`src/rtl/mux_sel_arbiter_16.sv`:
```
// Round-robin owner of the shared 16-input bus mux: picks one requester,
// drives the mux select lines with its index and returns a one-hot grant.
// Tenure is capped at MAX_HOLD cycles only while someone else is waiting.
module mux_sel_arbiter_16 #(
    parameter int unsigned MAX_HOLD = 4,
    parameter int unsigned HOLD_W   = 3
) (
    input  logic        clk,
    input  logic        rst_n,
    input  logic [15:0] req,
    output logic [15:0] gnt,
    output logic        sel3,
    output logic        sel2,
    output logic        sel1,
    output logic        sel0,
    output logic        bus_valid
);

    typedef enum logic {
        StIdle,
        StGrant
    } state_t;

    localparam logic [HOLD_W-1:0] HoldLast = HOLD_W'(MAX_HOLD - 1);

    state_t            r_state;
    state_t            w_state_nxt;
    logic [3:0]        r_owner;
    logic [3:0]        w_owner_nxt;
    logic [3:0]        r_ptr;
    logic [3:0]        w_ptr_nxt;
    logic [HOLD_W-1:0] r_hold;
    logic [HOLD_W-1:0] w_hold_nxt;
    logic [15:0]       r_gnt;
    logic [15:0]       w_gnt_nxt;

    logic [15:0]       w_owner_oh;
    logic              w_others;
    logic [3:0]        w_ptr_after;
    logic [3:0]        w_pick_idle;
    logic [3:0]        w_pick_rot;

    // First set bit of vec scanning start, start+1, ... with wrap at 16.
    function automatic logic [3:0] f_pick(input logic [15:0] vec, input logic [3:0] start);
        logic [3:0] v_idx;
        logic [3:0] v_win;
        logic       v_found;
        v_win   = start;
        v_found = 1'b0;
        for (int k = 0; k < 16; k++) begin
            v_idx = start + 4'(k);
            if (!v_found && vec[v_idx]) begin
                v_win   = v_idx;
                v_found = 1'b1;
            end
        end
        return v_win;
    endfunction

    // Candidate winners: from ptr when idle, from owner+1 (owner masked) when handing over.
    always_comb begin
        w_owner_oh  = 16'h0001 << r_owner;
        w_others    = |(req & ~w_owner_oh);
        w_ptr_after = r_owner + 4'd1;
        w_pick_idle = f_pick(req, r_ptr);
        w_pick_rot  = f_pick(req & ~w_owner_oh, w_ptr_after);
    end

    // Next-state: grant, release, forced rotation and tenure counting.
    always_comb begin
        w_state_nxt = r_state;
        w_owner_nxt = r_owner;
        w_ptr_nxt   = r_ptr;
        w_hold_nxt  = r_hold;
        w_gnt_nxt   = r_gnt;
        case (r_state)
            StIdle: begin
                if (|req) begin
                    w_state_nxt = StGrant;
                    w_owner_nxt = w_pick_idle;
                    w_gnt_nxt   = 16'h0001 << w_pick_idle;
                    w_hold_nxt  = '0;
                end
            end
            StGrant: begin
                if (!req[r_owner]) begin
                    // Release: hand over on the same edge if anyone waits.
                    w_ptr_nxt  = w_ptr_after;
                    w_hold_nxt = '0;
                    if (w_others) begin
                        w_owner_nxt = w_pick_rot;
                        w_gnt_nxt   = 16'h0001 << w_pick_rot;
                    end else begin
                        // sel keeps the last owner; bus_valid qualifies it.
                        w_state_nxt = StIdle;
                        w_gnt_nxt   = '0;
                    end
                end else if (r_hold == HoldLast) begin
                    w_hold_nxt = '0;
                    if (w_others) begin
                        w_ptr_nxt   = w_ptr_after;
                        w_owner_nxt = w_pick_rot;
                        w_gnt_nxt   = 16'h0001 << w_pick_rot;
                    end
                end else begin
                    w_hold_nxt = r_hold + HOLD_W'(1);
                end
            end
            default: begin
                w_state_nxt = StIdle;
                w_gnt_nxt   = '0;
            end
        endcase
    end

    // State registers; reset aborts any tenure immediately.
    always_ff @(posedge clk or negedge rst_n) begin
        if (!rst_n) begin
            r_state <= StIdle;
            r_owner <= '0;
            r_ptr   <= '0;
            r_hold  <= '0;
            r_gnt   <= '0;
        end else begin
            r_state <= w_state_nxt;
            r_owner <= w_owner_nxt;
            r_ptr   <= w_ptr_nxt;
            r_hold  <= w_hold_nxt;
            r_gnt   <= w_gnt_nxt;
        end
    end

    // Outputs come straight from registers.
    always_comb begin
        gnt                    = r_gnt;
        {sel3, sel2, sel1, sel0} = r_owner;
        bus_valid              = (r_state == StGrant);
    end

endmodule

```
`config.mk`:
```
export PLATFORM = sky130hd
export DESIGN_NAME = mux_sel_arbiter_16
export DESIGN_NICKNAME = d
export VERILOG_FILES = /design/src/rtl/mux_sel_arbiter_16.sv
export SDC_FILE = /design/constraint.sdc
export NUM_CORES = 1
export LEC_CHECK = 0
export BUFFER_PORTS_ARGS = -buffer_cell sky130_fd_sc_hd__clkbuf_2
export CORE_ASPECT_RATIO = 2
export CORE_MARGIN = 4
export CORE_UTILIZATION = 64
export DETAILED_ROUTE_END_ITERATION = 6
export PLACE_DENSITY = 0.83
export SETUP_SLACK_MARGIN = 0.2
export SKIP_LAST_GASP = 1
export SLEW_MARGIN = 0
export SYNTH_ARGS = -nofsm -noshare
export SYNTH_HDL_FRONTEND = slang
export SYNTH_SLANG_ARGS = --single-unit
```
`constraint.sdc`:
```
create_clock -name clk -period 7.7 [get_ports clk]
set_input_delay 1.54 -clock clk [delete_from_list [all_inputs] [get_ports clk]]
set_output_delay 1.54 -clock clk [all_outputs]
set_load 0.1 [all_outputs]
```
=== After elaboration in Yosys (flattened, before gate mapping) ===
Cells that the tools add are included.

* Register bits after elaboration: 28
* Output and inout port bits: 21
* Word-level logic and storage cells: 295

* $add $sub $neg: 32
* $lt $le $gt $ge: 33
* Equal/unequal tests: 6
* Shift operators: 3
* Multiplexer cells: 148
* Bitwise operators: 3
* Reduce and logical (&&, ||, !) cells: 65

{| class="wikitable"
|+ Operator list
! cell !! number
|-
| $lt 4x5->1 const B || 33
|-
| $mux 4 || 37
|-
| $bmux 1 s4 || 33
|-
| $mux 16 || 5
|-
| $mux 1 || 66
|-
| $add 4x4->4 const B || 16
|-
| $shl 1x4->16 const A || 3
|-
| $add 4x3->4 const B || 8
|-
| $pmux 16 s2 || 1
|-
| $reduce_or 16->1 || 2
|-
| $logic_and 1x1->1 || 30
|-
| $logic_not 1->1 || 30
|-
| $add 4x2->4 const B || 4
|-
| $and 16x16->16 || 1
|-
| $not 16->16 || 1
|-
| $add 4x1->4 const B || 3
|-
| $mux 3 || 3
|-
| $pmux 4 s2 || 1
|-
| $pmux 3 s2 || 1
|-
| $reduce_and 3->1 || 2
|-
| $ne 2x2->1 const B || 2
|-
| $add 3x1->3 const B || 1
|-
| $eq 3x2->1 const B || 1
|-
| $ne 3x2->1 const B || 1
|-
| 5 further kinds || 5
|}

=== Longest topological paths before layout ===
Gate-level depths: netlist of the first run.

* Depth in word-level cells: 56
* Depth in mapped cells: 22
* Gate-level depth less buffers: 16

=== Worst setup path after synthesis of the first run ===
No wires, ideal clock.

* Kind: register to register
* Start: register r_owner[0]
* End: register r_gnt[5] (netlist: gnt[5])
* Arrival: 6.282 ns
* Required time: 7.610 ns
* Setup slack: 1.328 ns
* Cell stages (with the launch flop): 23
* Path buffers: 7
* Cell sequence: dfrtp_1 -> buf_2 -> inv_1 -> clkbuf_1 -> buf_1 -> ha_1 -> buf_2 -> clkinv_1 -> buf_1 -> clkbuf_1 -> ha_1 -> nor3_1 -> a31oi_1 -> xnor2_1 -> mux4_2 -> or4_1 -> buf_2 -> nor2_2 -> nand2_1 -> o32ai_2 -> mux2i_1 -> nand3_1 -> o221ai_1

* Elaborated cells on any way between the ends: 123
* Classes of those cells: 16 x add/sub; 2 x eq/ne; 2 x shift; 69 x mux; 2 x bitwise; 32 x reduce/logical

{| class="wikitable"
|+ RTL lines
! element !! line !! RTL
|-
| from (decl) || 28 || <nowiki>logic [3:0] r_owner;</nowiki>
|-
| from (signal assigned) || 126 || <nowiki>r_owner <= w_owner_nxt;</nowiki>
|-
| $add 4x1->4 (*) || 64 || <nowiki>w_ptr_after = r_owner + 4'd1;</nowiki>
|-
| net w_ptr_after[0] || 39 || <nowiki>logic [3:0] w_ptr_after;</nowiki>
|-
| parallel branches: the longest is 47 deep, another holds $add 4x1->4 || - ||
|-
| $mux 4 (*) || 52 || <nowiki>if (!v_found && vec[v_idx]) begin</nowiki>
|-
| $shl 1x4->16 (*) || 92, 103 ||
|-
| $mux 16 || 100 || <nowiki>if (w_others) begin</nowiki>
|-
| $mux 16 || 98 || <nowiki>end else if (r_hold == HoldLast) begin</nowiki>
|-
| $mux 16 (*) || 86 || <nowiki>if (!req[r_owner]) begin</nowiki>
|-
| $pmux 16 s2 (*) || 76 || <nowiki>case (r_state)</nowiki>
|-
| to (signal assigned) || 129 || <nowiki>r_gnt <= w_gnt_nxt;</nowiki>
|-
| to (decl) || 34 || <nowiki>logic [15:0] r_gnt;</nowiki>
|}

Mark *: on every way through the listed nets, which the timed path passes. The select of a mux whose other input is x is not followed.
A chain may end at the register's enable or synchronous reset.

=== Worst setup path after layout of the first run ===
* Start: register r_owner[2]
* End: register r_gnt[6] (netlist: gnt[6])

* Word-level cells in the longest chain between the ends: 56
* Elaborated cells on any way between the ends: 123
* Classes of those cells: 16 x add/sub; 2 x eq/ne; 2 x shift; 69 x mux; 2 x bitwise; 32 x reduce/logical

{| class="wikitable"
|+ Ends and longest elaborated chain
! element
|-
| parallel branches: the longest is 56 deep, another holds $add 4x1->4
|}

Several ways; the timed one is not identified. The select of a mux whose other input is x is not followed.

==> metrics.md, run 1 <==
| Metric | Value |
|---|---|
| # resized after CTS | `0` |
| Global-route wire length before repair | `45070 µm` |
| Drt wl/cell | `29.24 µm` |
| Register area | `701.9 µm²` |
| Share of cells above drive strength 1 | `18.55%` |
| Htree depth | `1` |
| Setup tns final | `0 ns` |
| Status | `complete, but fails checks` |
| Fill count | `876` |
| # diodes | `0` |
| Failing checks | `design-rule violations` |
| Clock buffer depth | `2` |
| Worst Hold Depth | `2` |
| Die X | `82.03 µm` |
| Yosys reg bits | `28` |
| Seq/Total Area, Yosys | `9.989%` |
| Number of global-route vias before repair | `7843` |
| Most common cell in the synthesized netlist | `nand2_1` |
| Top cells by area, synth | `mux4_2 17%, dfrtp_1 10%, mux2i_1 5.4%` |
| Netlist cell types | `86` |
| Skew-Pair Late Insertion Delay | `0.26 ns` |
| Die ar. | `12800 µm²` |
| CP most frequent cell | `or4_1` |
| Area share of the largest cell type after synthesis | `16.70%` |
| GRT Max-Usage Layer | `met2` |
| CP max-delay cell | `dfrtp_1` |
| Setup crit end kind | `register` |
| Largest net degree at the start of global routing | `70` |
| Hold Buf Count CTS | `0` |
| Multi-input logic area | `5922 µm²` |
| Met1 Use GR | `44.39%` |
| Core area | `10610 µm²` |
| Headroom to the max-slew limit | `26.76%` |
| Synth top cells by count | `98 x nand2_1, 61 x nor2_1, 52 x mux4_2, 44 x a21oi_1` |
| TritonCTS Buffers | `3` |
| Worst path max stage delay | `0.89 ns` |
| Hold path start | `gnt[7]$_DFFE_PN0P_` |
| Gr ovfl total | `0` |
| Mapped Area | `7014 µm²` |
| Vias/cell | `8.106` |
| Period minus WS final | `5.871 ns` |
| Reg-to-reg endpoint | `gnt[6]$_DFFE_PN0P_` |
| Post-synth top area cell | `mux4_2` |
| Worst path required time | `7.88 ns` |
| Ys Warns | `0` |
| Buffers on Ports | `38` |
| Worst-margin pin slew | `1.091 ns` |
| Max Freq | `170.3 MHz` |
| Max_cap viols | `0` |
| Die H | `156.1 µm` |
| Syn nets | `916` |
| Post-CTS Setup Bufs | `0` |
| DRC Markers | `12` |
| Number of DRC markers in iteration 0 | `1011` |
| Initial core utilization | `66.11%` |
| DRT Pass-1 Iters | `7` |
| Number of nets in the layout | `908` |
| Vias post-DR | `8147` |
| Routability cong. | `1.145` |
| Num rows | `53` |
| Clk pin slew, worst setup/hold paths | `0.07 ns` |
| Antenna violations before repair | `0` |
| CP cell instances | `inv_1 > ha_1 > buf_4 > xor2_2 > nor3_1 > o311a_1 > or4_1 > or4_1 > nor2_2 > nand2_1 > o32ai_2 > mux2i_1 > nand3_1 > o221ai_1` |
| CP arrival | `6.05 ns` |
| Final setup viols | `0` |
| Startpoint Class | `register` |
| Hold endpoint | `gnt[7]$_DFFE_PN0P_` |
| Max FO, Critical Path | `25` |
| TritonCTS clock tree | `built` |
| Ports | `39` |
| Final slew viol count | `0` |
| Met2 usage | `74.64%` |
| Synth-to-layout area growth | `3.978%` |
| Global Route Usage Sum | `46.89%` |
| Layout Skew | `0.006145 ns` |
| RSZ-0062 raised after global routing | `false` |
| Post-synth ARST share | `100.0%` |
| R2R Path Start | `r_owner[2]$_DFFE_PN0P_` |
| Post-Synthesis Cells | `877` |
| Worst setup path class | `reg -> reg` |
| CTS root buffer | `clkbuf_16` |
| M3 GR Usage | `17.80%` |
| Final-report hold violation count | `0` |
| Flop-to-flop setup slack | `1.83 ns` |
| Placed wire-length estimate | `21330 µm` |
| Worst Hold Class | `reg -> reg` |
| R2R cell count | `14` |
| Post-synth top flop | `dfrtp_1` |
| Ratio of final minimum period to clock period | `76.25%` |
| Final wirelength | `29390 µm` |
| Post-synth EDFFs | `0` |
| Final antenna-violating net count | `0` |
| Mapped Avg Cell Area | `7.998 µm²` |
| CTS Sinks | `28` |
==> worst max-delay path by stage <==
stage | from | endpoint | slack, ns
after detailed placement | r_owner[2]$_DFFE_PN0P_ | gnt[7]$_DFFE_PN0P_ | 2.09
after floorplan | r_owner[0]$_DFFE_PN0P_ | gnt[5]$_DFFE_PN0P_ | 1.33
after CTS | r_owner[2]$_DFFE_PN0P_ | gnt[5]$_DFFE_PN0P_ | 2.07
after global routing | r_owner[2]$_DFFE_PN0P_ | gnt[5]$_DFFE_PN0P_ | 1.47
final | r_owner[2]$_DFFE_PN0P_ | gnt[6]$_DFFE_PN0P_ | 1.83
after global placement | req[8] | gnt[0]$_DFFE_PN0P_ | 2.22
==> cell usage in the layout (no fill, tap or decap), types with 7 or more instances in the layout <==
master | Yosys | final
o31ai_1 | 9 | 9
a22o_1 | 7 | 7
nor2_1 | 61 | 61
or3_1 | 12 | 12
nand3b_1 | 14 | 14
mux2i_1 | 38 | 38
xnor2_1 | 12 | 12
a221oi_1 | 8 | 8
o21ai_0 | 38 | 38
a21oi_1 | 44 | 44
mux4_2 | 52 | 52
and2_1 | 20 | 20
o21ai_1 | 11 | 11
a32oi_1 | 9 | 9
nor4_1 | 11 | 11
ha_1 | 21 | 21
inv_1 | 24 | 24
nand2b_1 | 10 | 10
o22ai_1 | 22 | 22
clkbuf_2 | 0 | 38
nand2_1 | 98 | 98
nand4_1 | 8 | 8
a211oi_1 | 7 | 7
o211ai_1 | 11 | 11
nand3_1 | 24 | 24
dfrtp_1 | 28 | 27
nor3_1 | 27 | 27
a31oi_1 | 7 | 7
nor2b_1 | 17 | 17
buf_4 | 4 | 13
a22oi_1 | 15 | 15
mux2_2 | 20 | 20
o221ai_1 | 11 | 11
==> layout make-up <==
class / instances / area share [%]
multi-input cells: 757 / 81.20
flip-flops and latches: 28 / 9.624
repair buffers: 51 / 3.946
well taps: 137 / 2.350
inverters: 28 / 1.441
clock buffers: 3 / 1.029
clock inverters: 1 / 0.4117
==> metrics by stage <==
stage	instance area, µm²	instances	hold WS, ns	util, %	setup slack (ns)
after floorplan	7014	877	0.4660	-	1.328
after global placement	7181	1001	0.4788	67.68	2.217
after detailed placement	7181	1001	0.4816	67.68	2.093
after CTS	7286	1005	0.5101	68.67	2.070
after global routing	7293	1005	0.5345	68.74	1.472
final	7293	1005	0.5120	68.74	1.829
==> critical path, delay by kind of cell, from the launching register on <==
family | cells | cell delay (ns)
AO/OA/AOI/OAI | 3 | 0.87
XOR/XNOR | 1 | 0.59
buffers and inverters | 2 | 0.55
AND/OR/NAND/NOR | 6 | 2.21
multiplexers | 1 | 0.30
adder cells (fa/ha/maj) | 1 | 0.35
flip-flops | 1 | 0.89
==> routing by layer <==
metal | vias up | share of wire [%] | routed length, µm
li1 | 3418 | - | -
met1 | 3785 | 29 | 8600
met2 | 676 | 47 | 13960
met3 | 268 | 11 | 3100
met4 | 0 | 13 | 3734
met5 | - | 0 | 0
==> kinds of logic after synthesis <==
kind of cell | synth area share, %
AND/OR/NAND/NOR | 23.69
buffers and inverters | 5.690
multiplexers | 25.33
adder cells (fa/ha/maj) | 3.746
flip-flops | 9.989
AO/OA/AOI/OAI | 28.24
XOR/XNOR | 3.318
==> state kept, by name (all words and copies together) (netlist names) <==
| signal | flops |
|---|---|
| r_ptr | 4 |
| r_hold | 3 |
| bus_valid | 1 |
| gnt | 16 |
| r_owner | 4 |
Power of run 1 is not shown: default switching activity piles up to over one toggle a cycle in this logic, so the estimate is an artifact.
==> run 2, diff against run 1 <==
--- a/config.mk
+++ b/config.mk
@@ -8,9 +8,9 @@
 export BUFFER_PORTS_ARGS = -buffer_cell sky130_fd_sc_hd__clkbuf_2
 export CORE_ASPECT_RATIO = 2
 export CORE_MARGIN = 4
-export CORE_UTILIZATION = 64
+export CORE_UTILIZATION = 58
 export DETAILED_ROUTE_END_ITERATION = 6
-export PLACE_DENSITY = 0.83
+export PLACE_DENSITY = 0.79
 export SETUP_SLACK_MARGIN = 0.2
 export SKIP_LAST_GASP = 1
 export SLEW_MARGIN = 0
==> constraint.sdc (replaced) <==
create_clock -name clk -period 4.9 [get_ports clk]
set_input_delay 0.98 -clock clk [delete_from_list [all_inputs] [get_ports clk]]
set_output_delay 0.98 -clock clk [all_outputs]
set_load 0.1 [all_outputs]
==> metrics.md, run 2 (same netlist as run 1, synthesis figures left out) <==
| Metric | Value |
|---|---|
| Worst setup slack after layout | `0.3019 ns (was 1.829 ns)` |
| Layout Skew | `0.003776 ns (was 0.006145 ns)` |
| Ratio of final minimum period to clock period | `93.84% (was 76.25%)` |
| Buffers on Ports | `38 (unchanged)` |
| Status | `finished, final reports clean (was complete, but fails checks)` |
| R2R Path Start | `r_owner[0]$_DFFE_PN0P_ (was r_owner[2]$_DFFE_PN0P_)` |
| Worst setup startpoint | `r_owner[0]$_DFFE_PN0P_ (was r_owner[2]$_DFFE_PN0P_)` |
| Most frequent cells in the layout | `95 x nand2_1, 71 x buf_4, 61 x nor2_1 (was 98 x nand2_1, 61 x nor2_1, 52 x mux4_2)` |
| Max_cap viols | `0 (unchanged)` |
| Routability cong. | `1.155 (was 1.145)` |
| Final antenna-violating net count | `0 (unchanged)` |
| Final setup viols | `0 (unchanged)` |
| Pre-CTS setup slack | `0.09145 ns (was 2.093 ns)` |
| Worst path required time | `5.09 ns (was 7.88 ns)` |
| R2R cell count | `14 (unchanged)` |
| Setup crit end kind | `register (unchanged)` |
| Share of cells above drive strength 1 | `28.82% (was 18.55%)` |
| CP endpoint | `gnt[5]$_DFFE_PN0P_ (was gnt[6]$_DFFE_PN0P_)` |
| CTS root buffer | `clkbuf_16 (unchanged)` |
| CTS Sinks | `28 (unchanged)` |
| Final-report hold violation count | `0 (unchanged)` |
| Synth-to-layout area growth | `15.64% (was 3.978%)` |
| Global Route Usage Sum | `44.01% (was 46.89%)` |
| Fill count | `988 (was 876)` |
| Die ar. | `14020 µm² (was 12800 µm²)` |
| Final slew viol count | `0 (unchanged)` |
| TritonCTS clock tree | `built (unchanged)` |
| Number of global-route vias before repair | `8265 (was 7843)` |
| DP Area | `7705 µm² (was 7181 µm²)` |
| Initial core utilization | `59.59% (was 66.11%)` |
| DRC Markers | `0 (was 12)` |
| Htree depth | `1 (unchanged)` |
| Final wirelength | `30760 µm (was 29390 µm)` |
| # diodes | `0 (unchanged)` |
| Vias post-DR | `8350 (was 8147)` |
| Vias/cell | `7.767 (was 8.106)` |
| RSZ-0062 raised after global routing | `true (was false)` |
| Post-Layout Cell Count | `1075 (was 1005)` |
| Global-route wire length before repair | `47130 µm (was 45070 µm)` |
| TritonCTS Buffers | `3 (unchanged)` |
| Largest net degree at the start of global routing | `40 (was 70)` |
| Flop-to-flop setup slack | `0.30 ns (was 1.83 ns)` |
| Core area | `11770 µm² (was 10610 µm²)` |
| Worst setup path class | `reg -> reg (unchanged)` |
| Number of DRC markers in iteration 0 | `987 (was 1011)` |
| Clock buffer depth | `2 (unchanged)` |
| Startpoint Class | `register (unchanged)` |
| Headroom to the max-slew limit | `48.12% (was 26.76%)` |
| Number of nets in the layout | `970 (was 908)` |
| Antenna violations before repair | `0 (unchanged)` |
| Period minus WS final | `4.598 ns (was 5.871 ns)` |
| Worst Hold Class | `reg -> reg (unchanged)` |
| Setup tns final | `0 ns (unchanged)` |
| Largest register FFs | `16 (unchanged)` |
| Worst-margin pin slew | `0.7701 ns (was 1.091 ns)` |
| Placed wire-length estimate | `23500 µm (was 21330 µm)` |
| DRT Pass-1 Iters | `7 (unchanged)` |
| CP arrival | `4.78 ns (was 6.05 ns)` |
| Die X | `85.76 µm (was 82.03 µm)` |
| Post-route cell area | `8112 µm² (was 7293 µm²)` |
| Ports | `39 (unchanged)` |
| Max FO, Critical Path | `7 (was 25)` |
| Die H | `163.5 µm (was 156.1 µm)` |
| Clk pin slew, worst setup/hold paths | `0.07 ns (about the same)` |
| Multi-input logic area | `6216 µm² (was 5922 µm²)` |
| Drt wl/cell | `28.61 µm (was 29.24 µm)` |
| Gr ovfl total | `0 (unchanged)` |
| Commonest non-fill, non-tap cell in the layout | `nand2_1 (unchanged)` |
| Register area | `711.9 µm² (was 701.9 µm²)` |
| Max Freq | `217.5 MHz (was 170.3 MHz)` |
| Skew-Pair Late Insertion Delay | `0.27 ns (was 0.26 ns)` |
| Reg-to-reg endpoint | `gnt[5]$_DFFE_PN0P_ (was gnt[6]$_DFFE_PN0P_)` |
| Dpl cells | `1058 (was 1001)` |
| Num rows | `56 (was 53)` |
## run 2: cell count changes in the layout (fill, tap and decap cells not counted), moves of 3 or more
cell	before	now
buf_4	13	71
ha_1	21	13
ha_4	0	5
buf_6	0	3
dfrtp_4	0	3
ha_2	0	3
inv_1	24	21
nand2_1	98	95
nor3_1	27	24
nor3_2	1	4
or4_1	4	1
or4_4	0	3
## run 2: timing repair
| item | in CTS | in global routing |
|---|---|---|
| resized for setup | 6 | 35 |
| buffers inserted | 1 | 12 |
| pin swaps | 1 | 7 |
| endpoints found under the setup margin | 16 | 20 |
| hold buffers | 0 | 0 |
## run 2: worst min-delay path by stage
stage | depth (start not counted) | start | to
floorplan | 1 | r_hold[0]$_DFFE_PN0N_ | r_hold[0]$_DFFE_PN0N_
global placement | 2 | gnt[13]$_DFFE_PN0P_ | gnt[13]$_DFFE_PN0P_
detailed placement | 2 | gnt[15]$_DFFE_PN0P_ | gnt[15]$_DFFE_PN0P_
CTS | 2 | gnt[15]$_DFFE_PN0P_ | gnt[15]$_DFFE_PN0P_
global route | 2 | gnt[13]$_DFFE_PN0P_ | gnt[13]$_DFFE_PN0P_
finish | 2 | gnt[15]$_DFFE_PN0P_ | gnt[15]$_DFFE_PN0P_
## run 2: area by class of cell
cell class / instances / area share [%]
Timing Repair Buffer: 113 / 9.517
Multi-Input combinational cell: 757 / 76.63
Inverter: 28 / 1.542
Clock inverter: 1 / 0.3702
Tap cell: 145 / 2.237
Clock buffer: 3 / 0.9255
Sequential cell: 28 / 8.777
## run 2: per-layer routing
layer	global-route usage, %	up-vias	wire length (µm)
li1	-	3557	-
met2	77.69	661	15410
met3	8.329	240	2411
met5	0	-	0
met1	41.48	3892	9040
met4	40.49	0	3896
## run 2: through the flow
step	utilization [%]	hold slack (ns)
after floorplan	-	0.4660
after global placement	65.45	0.4781
after detailed placement	65.45	0.4819
after CTS	66.75	0.4993
after global routing	68.91	0.5145
final	68.91	0.5054
## run 2: worst max-delay path: stages, from the launching register on
cell and delay, ns:
dfrtp_4 0.51, ha_2 0.21, ha_4 0.37, xor2_2 0.50, mux4_2 0.64, or3_1 0.40, nand3b_1 0.19, a21oi_1 0.13
o21ai_1 0.22, a211oi_1 0.14, buf_4 0.16, o32ai_4 0.30, mux2i_2 0.35, nand3_2 0.17, o221ai_1 0.21
Power of run 2 is left out for the same reason.
